$ cat src/rtl/output_port_scheduler.sv
// Output-channel scheduler: packet-granular round-robin among five requesters
// (x+, y+, x-, y-, local PE) with downstream credit tracking.
//
// state  | meaning
// -------+-------------------------------------------------------------
// IDLE   | no grant; pick the next requester in round-robin order
// ACTIVE | grant held until PACKET_FLITS flits have crossed the channel
module output_port_scheduler #(
  parameter int BUFFER_DEPTH = 5,
  parameter int PACKET_FLITS = 4,
  localparam int CW = $clog2(BUFFER_DEPTH + 1)
) (
  input  logic          clk,
  input  logic          reset,
  input  logic [4:0]    request_din,
  input  logic          credit_in_din,
  output logic [4:0]    grant_dout,
  output logic          xfer_dout,
  output logic [CW-1:0] credit_count_dout,
  output logic          busy_dout,
  output logic          overflow_err_dout
);

  localparam logic [0:0] IDLE   = 1'b0;
  localparam logic [0:0] ACTIVE = 1'b1;

  localparam int FW = (PACKET_FLITS > 1) ? $clog2(PACKET_FLITS) : 1;
  localparam logic [FW-1:0] LAST_FLIT = FW'(PACKET_FLITS - 1);
  localparam logic [CW-1:0] CREDIT_MAX = CW'(BUFFER_DEPTH);

  logic [0:0]    state;
  logic [2:0]    ptr;
  logic [2:0]    grant_idx;
  logic [FW-1:0] flit_cnt;

  logic          pick_valid;
  logic [2:0]    pick_idx;
  logic [3:0]    cand;

  function automatic logic [2:0] next_idx(input logic [2:0] idx);
    return (idx >= 3'd4) ? 3'd0 : idx + 3'd1;
  endfunction

  // Round-robin search from ptr; iterating downward lets the closest hit win.
  always_comb begin
    pick_valid = 1'b0;
    pick_idx   = 3'd0;
    cand       = 4'd0;
    for (int k = 4; k >= 0; k--) begin
      cand = {1'b0, ptr} + 4'(k);
      if (cand >= 4'd5) cand = cand - 4'd5;
      if (request_din[cand[2:0]]) begin
        pick_valid = 1'b1;
        pick_idx   = cand[2:0];
      end
    end
  end

  // A flit moves only while a granted requester is ready and a slot is free.
  always_comb begin
    xfer_dout = (state == ACTIVE) && (|(request_din & grant_dout))
                && (credit_count_dout != '0);
  end

  assign busy_dout = (state == ACTIVE);

  // Packet FSM: grant load, flit counting and pointer advance on packet end.
  always_ff @(posedge clk or posedge reset) begin
    if (reset) begin
      state      <= IDLE;
      grant_dout <= 5'd0;
      grant_idx  <= 3'd0;
      ptr        <= 3'd0;
      flit_cnt   <= '0;
    end else begin
      case (state)
        IDLE: begin
          if (pick_valid) begin
            grant_dout <= 5'd1 << pick_idx;
            grant_idx  <= pick_idx;
            flit_cnt   <= '0;
            state      <= ACTIVE;
          end
        end
        ACTIVE: begin
          if (xfer_dout) begin
            if (flit_cnt == LAST_FLIT) begin
              grant_dout <= 5'd0;
              ptr        <= next_idx(grant_idx);
              flit_cnt   <= '0;
              state      <= IDLE;
            end else begin
              flit_cnt <= flit_cnt + FW'(1);
            end
          end
        end
        default: begin
          state      <= IDLE;
          grant_dout <= 5'd0;
          flit_cnt   <= '0;
        end
      endcase
    end
  end

  // Credit counter: spend on xfer, refill on credit pulse, saturate and flag at the ceiling.
  always_ff @(posedge clk or posedge reset) begin
    if (reset) begin
      credit_count_dout <= CREDIT_MAX;
      overflow_err_dout <= 1'b0;
    end else begin
      case ({xfer_dout, credit_in_din})
        2'b10: credit_count_dout <= credit_count_dout - CW'(1);
        2'b01: begin
          if (credit_count_dout == CREDIT_MAX) overflow_err_dout <= 1'b1;
          else credit_count_dout <= credit_count_dout + CW'(1);
        end
        default: credit_count_dout <= credit_count_dout;
      endcase
    end
  end

endmodule

$ cat config.mk
export PLATFORM = sky130hd
export DESIGN_NAME = output_port_scheduler
export DESIGN_NICKNAME = d
export VERILOG_FILES = /design/src/rtl/output_port_scheduler.sv
export SDC_FILE = /design/constraint.sdc
export NUM_CORES = 1
export LEC_CHECK = 0
export ABC_AREA = 1
export CAP_MARGIN = 20
export CORE_MARGIN = 5
export CORE_UTILIZATION = 55
export CTS_BUF_LIST = sky130_fd_sc_hd__clkbuf_4
export CTS_CLUSTER_DIAMETER = 50
export DETAILED_ROUTE_END_ITERATION = 8
export GPL_ROUTABILITY_DRIVEN = 0
export PLACE_DENSITY = 0.78
export SLEW_MARGIN = 15
export SYNTH_ARGS = -nofsm -noshare
export SYNTH_HDL_FRONTEND = slang
export SYNTH_SLANG_ARGS = --single-unit
export TNS_END_PERCENT = 1
$ cat constraint.sdc
create_clock -name clk -period 7.59 [get_ports clk]
set_input_delay 1.518 -clock clk [delete_from_list [all_inputs] [get_ports clk]]
set_output_delay 1.518 -clock clk [all_outputs]
set_load 0.01 [all_outputs]
# [Word level (Yosys, flattened, before mapping)]
# Cells that the tools add are included.
[word_totals] reg_bits=18 latchBits=0 ramBits=0 romBits=0 in_bits=8 output_inout_bits=11 elab_cells=93 memories=0
[op_classes] addsub=13 mul=0 div_mod_pow=0 magnitude_cmp=11 n_eq_ne=8 shifts=1 muxes=40 bitwise_logic=2 reduce_logical=11
[op_table] operator="2-to-1 mux 3 bit" count=12
[op_table] operator="< comparator 3 x 4 -> 1 bit, second input constant" count=5
[op_table] operator=">= comparator 4 x 3 -> 1 bit, second input constant" count=4
[op_table] operator="binary-select mux 1 bit (select 3 bit)" count=5
[op_table] operator="2-to-1 mux 5 bit" count=3
[op_table] operator="subtractor 3 bit, second input constant" count=5
[op_table] operator="2-to-1 mux 1 bit" count=13
[op_table] operator="one-hot mux 5 bit (2 select lines)" count=1
[op_table] operator="adder 3 x 2 -> 4 bit, second input constant" count=2
[op_table] operator="AND reduction 2 bit" count=4
[op_table] operator="adder 3 x 1 -> 3 bit, second input constant" count=2
[op_table] operator=">= comparator 3 bit, second input constant" count=2
[op_table] operator="2-to-1 mux 2 bit" count=3
[op_table] operator="!= test 2 bit, second input constant" count=3
[op_table] operator="one-hot mux 3 bit (2 select lines)" count=1
[op_table] operator="AND reduction 3 bit" count=2
[op_table] operator="bitwise AND 5 bit" count=1
[op_table] operator="OR reduction 5 bit" count=1
[op_table] operator="<< shifter 1 x 3 -> 5 bit, first input constant" count=1
[op_table] operator="adder 3 x 1 -> 4 bit, second input constant" count=1
[op_table] operator="adder 3 x 3 -> 4 bit, second input constant" count=1
[op_table] operator="== test 2 bit, second input constant" count=2
[op_table] operator="one-hot mux 2 bit (2 select lines)" count=1
[op_table] operator="== test 3 bit, second input constant" count=1
[op_table] operator="9 further kinds" count=10

# [Depth between registers and ports, before layout]
[depth] word_depth=13 ltp_mapped=23 mapped_depth_nobuf=22

# [Worst setup path after synthesis]
# OpenSTA, ideal clock, no wires.
[synth_path] path_type="input to output" start="input port request_din[1]" end="output port xfer_dout" arrival_ps=2078 slack_ps=3994 path_stages=6 n_path_buf=0 cell_sequence="nand2_1 -> nand2_1 -> a221oi_1 -> nand2_1 -> nand2_1 -> inv_1"
[synth_via] elab_chain_cells=4
[synth_lines] item="start: declaration" line_no="15" rtl="input logic [4:0] request_din,"
[synth_lines] item="bitwise AND 5 bit" line_no="61" rtl="xfer_dout = (state == ACTIVE) && (|(request_din & grant_dout))"
[synth_lines] item="OR reduction 5 bit" line_no="61"
[synth_lines] item="logical AND 1 bit" line_no="61"
[synth_lines] item="logical AND 1 bit" line_no="62" rtl="&& (credit_count_dout != '0);"
[synth_lines] item="end: declaration" line_no="18" rtl="output logic xfer_dout,"
# Every way passes these cells.

# [Final worst setup path]
[layout_path] start="input port request_din[4]" end="output port xfer_dout"
# The elaborated chain is that of the path after synthesis.

==> metrics <==
row cnt 20; Critical Path AT approximately 3.3 ns; die width ~67 µm; Critical Path, Cell by Cell clkdlybuf4s50_1 -> a221oi_1 -> nand2_1 -> nand2_1 -> inv_1 -> clkdlybuf4s50_1; Netlist cell types 31; Sum Neg Setup Slack 0 ns; LEAKAGE 1.07 nW; 1st-iter DRT viols about 150; Peak supply drop 0.130 mV; Worst path slowest cell clkdlybuf4s50_1; CTS tree yes; full die area 4500 µm²; vias 1,807; hold-fix buffers at CTS 0; critical path type input pin to primary output; share of layout cells above drive strength 1 0.0881; post-synth top area share 0.223; PortBufs 18; Synth Flop Type dfrtp_1; core area slightly above 3000 µm²; # diodes 0; P per Cell Area between 100 and 150 nW/µm²; Avg Vias per Cell ~5.3; first-pass GRT wire length 7350 µm; Clk pin slew, worst setup/hold paths 0.11 ns; gr ovfl total 0; hpwl dp 3490 µm; Overall Power approximately 0.00024 W; Remaining DRCs 0; Setup-failing EPs final 0; Avg Cell Area, Syn 6.54 µm²; Initial Util 0.582; Final #Nets approximately 320; Slew headroom 0.545; Longest Clk Path Bufs 2; drt pass-1 iters 5; final wirelength between 4000 and 5000 µm; clk_skew around 0.0074 ns; area grow syn2layout 14.0%; register area roughly 450 µm²; Setup crit start kind input pin; worst skew pair latency 0.30 ns; CP peak stage delay 0.54 ns; ANT nets after route 0; initial antenna violation count 0; die height 67.1 µm; crit path max fanout 6; CP Capture Type primary output; actual slew at the worst max-slew pin 0.682 ns; count of pins over their slew limit 0; CP delay by family, top buffers and inverters; synth warn 0; Post-synth EDFFs 0; outcome finished clean; vias in the first global route 1,634; min Tclk post-route around 4.8 ns; max_cap viols 0; f_max approximately 210 MHz; Hold Crit Class flip-flop to flip-flop; Clock Root Buffer clkbuf_4; number of synthesized register bits 18; Multi-input gate area 1180 µm²; GRT Total Usage 0.212; final period utilization 0.631; average wire per standard cell 12.8 µm; ys async rst share 1.00; register area share after synthesis 0.253; Synth area leaders dfrtp_1, nand2_1, nand3_1, ha_1, inv_1; Mapped Nets 295; Syn Std Cell Area 1790 µm²; Post-CTS Setup Bufs 0; Buf/Inv on CP 3; WP data required approximately 6 ns; Fillers 280; Post-CTS Resized 0; H-tree Lvls 1; largest net degree at the start of global routing 19; Clock Sinks 18; Final Hold Fails 0; CTS Buf Count 3; Mapped Cells between 200 and 300; Ports 19; RSZ-0062 raised after global routing no; Synth area leader dfrtp_1
synthesized netlist by cell type, drive strengths merged (2+ instances only):
library cell and instances:
nand3 43, nand3b 2, dfrtp 16, dfstp 2, a31oi 2, a21oi 5
nand4 5, xor2 2, nand2 98, nor2 17, inv 39, fa 2
o21ai 23, ha 11
worst paths after layout:
| kind | from | end | slack [ns] | cells past startpoint |
|---|---|---|---|---|
| setup / recovery | request_din[4] | xfer_dout | 2.80 | 6 |
| hold / removal | overflow_err_dout | overflow_err_dout | 0.49 | 1 |
| setup reg to reg | ptr[0] | grant_dout[2] | 4.49 | 21 |
| hold reg to reg | overflow_err_dout | overflow_err_dout | 0.49 | 1 |
| max in group asynchronous | reset | grant_dout[3] | 5.55 | 2 |
| min in group asynchronous | reset | busy_dout | 1.61 | 2 |
flip-flops by register name (all words and copies together), names as in the netlist:
register           cells
grant_dout             5
credit_count_dout      3
grant_idx              3
ptr                    3
flit_cnt               2
busy_dout              1
overflow_err_dout      1
kinds of logic (layout without fill, tap and decap cells):
group / Yosys count / count (layout) / share of synthesized area
AND/OR/NAND/NOR: 166 / 166 / 0.432
buffers and inverters: 40 / 61 / 0.0894
AO/OA/AOI/OAI: 34 / 34 / 0.112
flip-flops: 18 / 18 / 0.253
adder cells (fa/ha/maj): 13 / 13 / 0.0992
XOR/XNOR: 3 / 3 / 0.0147
through the flow:
| stage | cell area, µm² | hold WS, ns | setup WS, ns | std cells | util |
|---|---|---|---|---|---|
| 3_5_place_dp | 2020 | 0.463 | 2.83 | 335 | 0.655 |
| 3_3_place_gp | 2020 | 0.464 | 2.86 | 335 | 0.655 |
| 6_report | 2040 | 0.486 | 2.80 | 339 | 0.663 |
| 4_1_cts | 2040 | 0.493 | 2.82 | 339 | 0.663 |
| 5_1_grt | 2040 | 0.517 | 2.73 | 339 | 0.663 |
| 2_1_floorplan | 1790 | 0.446 | 3.99 | 274 | - |
routing by layer:
metal	global-route usage	up-vias	wire length, µm
met5	0	-	0
met4	0.0354	0	21
met3	0.0506	6	307
met2	0.301	71	1830
met1	0.326	801	2170
li1	-	929	-
area by class of cell:
cell class	count	share of cell area
clock buffer	3	0.0110
clock inverter	1	0.00184
inverter	39	0.0729
multi-input combinational	216	0.577
sequential	18	0.222
tap	44	0.0270
timing repair buffer	18	0.0882
placed cells by master (no fill, tap or decap), types with 4 or more instances in the layout:
cell              n
a21oi_1           4
clkdlybuf4s50_1  18
dfrtp_1          16
ha_1             11
inv_1            35
nand2_1          91
nand2_2           6
nand3_1          41
nand4_1           5
nor2_1           13
o21ai_0          16
o21ai_1           5
report_power, final:
group	leakage, nW	switching [W]	internal, W
Combinational	0.849	0.0000345	0.0000348
Clock	0.0154	0.0000306	0.0000192
Sequential	0.201	0.0000113	0.000110
(Power assumes the default switching activity.)
